<file path="src/rtl/seq_detect_ctrl.sv">
// seq_detect_ctrl: feeds valid/ready words MSB-first into a 1011 detector, counts its matches and flags done at threshold
module seq_detect_ctrl #(
  parameter int WORD_W = 8,
  parameter int CNT_W  = 8
) (
  input  logic              clk,
  input  logic              reset,
  input  logic              start,
  input  logic              stop,
  input  logic [CNT_W-1:0]  threshold,
  input  logic              in_valid,
  output logic              in_ready,
  input  logic [WORD_W-1:0] in_data,
  output logic              det_bit,
  output logic              det_reset,
  input  logic              det_seen,
  output logic [CNT_W-1:0]  match_count,
  output logic              busy,
  output logic              done
);
  localparam logic [2:0] IDLE = 3'd0, CLEAR = 3'd1, LOAD = 3'd2, SHIFT = 3'd3, DONE = 3'd4;
  localparam int IW = WORD_W > 1 ? $clog2(WORD_W) : 1;
  logic [2:0] state_q, state_d;
  logic [WORD_W-1:0] shreg_q, shreg_d;
  logic [IW-1:0] idx_q, idx_d;
  logic [CNT_W-1:0] cnt_q, cnt_d, cnt_inc;
  logic done_q, done_d;
  logic run, count_en, hit, take;
  assign run = state_q == LOAD || state_q == SHIFT;
  assign count_en = run && det_seen && !stop && !start;
  assign cnt_inc = &cnt_q ? cnt_q : cnt_q + 1'b1;
  assign hit = count_en && threshold != '0 && cnt_inc == threshold;
  assign in_ready = (state_q == LOAD || (state_q == SHIFT && idx_q == '0)) && !stop && !start && !hit;
  assign take = in_ready && in_valid;
  assign det_bit = state_q == SHIFT && !hit ? shreg_q[WORD_W-1] : 1'b0;
  assign det_reset = state_q != SHIFT;
  assign busy = state_q == CLEAR || run;
  assign match_count = cnt_q;
  assign done = done_q;
  always_comb begin
    state_d = state_q;
    shreg_d = shreg_q;
    idx_d = idx_q;
    cnt_d = count_en ? cnt_inc : cnt_q;
    done_d = done_q | hit;
    if (state_q == SHIFT) begin
      shreg_d = shreg_q << 1;
      idx_d = idx_q - 1'b1;
      state_d = idx_q == '0 ? LOAD : SHIFT;
    end
    if (take) begin
      shreg_d = in_data;
      idx_d = IW'(WORD_W - 1);
      state_d = SHIFT;
    end
    if (state_q == CLEAR) begin
      cnt_d = '0;
      done_d = 1'b0;
      state_d = LOAD;
    end
    if (hit || start || stop) begin
      shreg_d = '0;
      idx_d = '0;
      state_d = hit ? DONE : CLEAR;
    end
    if (stop) begin
      cnt_d = cnt_q;
      done_d = done_q;
      state_d = IDLE;
    end
  end
  always_ff @(posedge clk) begin
    if (reset) begin
      state_q <= IDLE;
      shreg_q <= '0;
      idx_q <= '0;
      cnt_q <= '0;
      done_q <= 1'b0;
    end else begin
      state_q <= state_d;
      shreg_q <= shreg_d;
      idx_q <= idx_d;
      cnt_q <= cnt_d;
      done_q <= done_d;
    end
  end
endmodule

</file>
<file path="config.mk">
export PLATFORM = sky130hd
export DESIGN_NAME = seq_detect_ctrl
export DESIGN_NICKNAME = d
export VERILOG_FILES = /design/src/rtl/seq_detect_ctrl.sv
export SDC_FILE = /design/constraint.sdc
export NUM_CORES = 1
export LEC_CHECK = 0
export CORE_ASPECT_RATIO = 0.6
export CORE_UTILIZATION = 35
export DETAILED_ROUTE_END_ITERATION = 12
export PLACE_DENSITY = 0.64
export SKIP_CTS_REPAIR_TIMING = 1
export SLEW_MARGIN = 10
export SYNTH_ARGS = -nofsm -noshare
export SYNTH_HDL_FRONTEND = slang
export SYNTH_SLANG_ARGS = --single-unit
export TNS_END_PERCENT = 100
</file>
<file path="constraint.sdc">
create_clock -name clk -period 3.5 [get_ports clk]
set_input_delay 1.05 -clock clk [delete_from_list [all_inputs] [get_ports clk]]
set_output_delay 1.05 -clock clk [all_outputs]
set_load 0.005 [all_outputs]
</file>
==> metrics.txt <==
number of port buffers 34; pin count of the biggest net entering global routing 20; final core utilization about 52%; DRT iter0 DRCs 64; Area after DPL 2230 um2; most frequent cells in the layout buf_4, nand2_1, a21oi_1; syn nets between 200 and 250; final wirelength 4820 um; RSZ-0062 raised after global routing true; I/O pins 35; Netlist cell types 52; Die Y 55.5 um; Worst Hold Class reg2reg; Final Instance Area 2390 um2; flops & latches, synth 23; register share of total power 52.5%; Clock Latency Late Sink 0.27 ns; Synth Area per Inst about 8 um2; layout cells sized above 1 29.7%; outcome finished, violations left; Global Route Usage Sum a little under a fifth; Relative slew margins around three fifths; critical path endpoint category primary output; Detail Route Antenna Nets 0; router iterations before antenna repair 4; core area 4590 um2; violated checks negative setup slack; Layout area overhead 43.0%; Slew @ Worst Pin 0.609 ns; Final nets just under 300; # rows 19; Ys Warns 0; DP Cell Count about 320; power per cell area about 210 nW/um2; # diodes 0; CTS H-tree depth 1; Final period util 101%; Worst Min Path Start done; peak fanout along the critical path 4; final setup fails 1; TritonCTS Sinks 23; per-cell routed wire length around 15 um; sequential share of the synthesized area between 20% and 30%; Comb power frac between 10% and 20%; maximum clock frequency 284 MHz; Clk pwr share around a third; global-route congestion overflow total 0; WHS Path Cells 1; # fillers 452; fraction of registers with async set/reset 0%; Leakage around 0.97 nW; Mapped Cells 210; Num CTS Buffers 3; number of max-slew violations in the final report 0; CP Class in2out; Die Footprint 5070 um2; number of synthesized flops with an enable pin 0; R2R depth 9; Finished Layout Cells 332; worst vdd ir 0.000136 V; Vias/cell 5.29; Clock Path Buffers 2; reg2reg setup slack roughly 1.2 ns; net load switching power 117 uW; CTS tree done; clk_skew 0.00416 ns; Net Sw Frac 23.4%; Setup WS post-layout -0.0218 ns; vias 1,757; Reg clk slew, reported paths 0.08 ns; Req. time, crit path ~2.5 ns; Die Span X 91.2 um; Int Power 384 uW; RR Endpoint state_q[2]; GP Congestion 0.891; Critical R2R Launch match_count[0]; hold worst-path end done; Final Hold Viols 0; first-pass GRT wire length roughly 7500 um; initial antenna violation count 0; worst slack, placed -0.840 ns; initial core utilization 36.4%; # DRC 0; critical path arrival 2.47 ns; CP Launch Type primary input; Post-Syn Area 1670 um2; min cycle time layout 3.52 ns; CTS root buf clkbuf_8; Post-DP HPWL 3640 um; leading cell type in the layout, fill and taps excluded buf_4; number of global-route vias before repair 1,510; max-cap violation count 0; predominant post-synthesis flop cell dfxtp_1
[sequential cells by signal (all words and copies together) (netlist names)]
register,count
done,1
idx_q,3
match_count,8
shreg_q,8
state_q,3
[worst max-delay path, cell delays in order]
cell	delay, ns
buf_6	0.10
and3_4	0.16
a21oi_2	0.11
nor4bb_4	0.23
nand4_1	0.17
and4bb_4	0.38
buf_6	0.11
nor3b_2	0.03
buf_2	0.13
[area by class of cell]
cell class                 count  area (um2)  share of cell area (%)
clock buffer                   4        45.0                    1.88
inverter                       5        18.8                   0.785
multi-input combinational    167        1160                    48.6
sequential                    23         464                    19.4
tap                           63        78.8                    3.30
timing repair buffer          70         621                    26.0
[how the worst max path moves through the flow]
stage	slack, ns	depth (start not counted)	start	endpoint
CTS	-0.83	8	threshold[2]	det_bit
global route	-0.13	9	threshold[2]	det_bit
global placement	-0.82	8	threshold[2]	det_bit
detailed placement	-0.84	8	threshold[2]	det_bit
finish	-0.02	9	threshold[2]	det_bit
floorplan	0.19	7	stop	in_ready
[power by group through the flow]
stage                     registers, mW  clock network [mW]  logic, mW
after detailed placement          0.269                   0     0.0641
after CTS                         0.263               0.175     0.0643
after global placement            0.269                   0     0.0646
after floorplan                   0.269                   0     0.0186
after global routing              0.263               0.185     0.0728
final                             0.263               0.170     0.0677
[kinds of logic after synthesis]
logic type | share of synthesized area (%)
xor gates and xnor gates | 2.62
buffers and inverters | 7.33
muxes | 2.40
AOI/OAI and AO/OA | 18.5
DFF | 27.5
adders and majority gates | 2.25
and+or+nand+nor | 39.4
[metrics by stage]
step                TNS, ns  hold slack (ns)  power (mW)
floorplan                 0            0.482       0.288
global placement      -1.61            0.472       0.333
detailed placement    -1.66            0.474       0.333
CTS                   -1.64            0.494       0.502
global route         -0.168            0.526       0.520
finish              -0.0218            0.487       0.501
[per-layer routing]
metal  global-route usage, %  wire length, um  part of all wire, %  up-vias
met5                       0                0                    0        -
met4                    2.72               25                 0.52        0
met3                    3.99              298                  6.2        5
met2                    24.5             1870                   39       57
met1                    31.4             2630                   54      812
li1                        -                -                    -      883
[cells in the mapped netlist, types with 2 or more instances]
master / instances / area [um2]
ha_1: 3 / 37.5
nor3b_1: 3 / 22.5
nand3_1: 12 / 60.1
a311oi_1: 3 / 26.3
o21ai_0: 7 / 35.0
or3_1: 2 / 12.5
xnor2_1: 4 / 35.0
nor4_1: 4 / 25.0
dfxtp_1: 23 / 460
buf_4: 2 / 15.0
a31oi_1: 3 / 18.8
and3_1: 3 / 18.8
buf_6: 3 / 33.8
nor4b_1: 2 / 17.5
nand2b_1: 3 / 18.8
or2_2: 2 / 12.5
clkbuf_1: 7 / 26.3
a21oi_1: 24 / 120
nand4_4: 2 / 42.5
nand2_1: 25 / 93.8
nor2b_1: 2 / 12.5
nor3_1: 10 / 50.1
and2_1: 2 / 12.5
nand4_1: 2 / 12.5
a211oi_1: 3 / 22.5
nor2_2: 3 / 18.8
mux2i_1: 4 / 40.0
nor2_1: 12 / 45.0
inv_1: 5 / 18.8
nor3_2: 7 / 70.1
and4_1: 2 / 17.5
No activity file was read; power rests on OpenSTA's default activity.
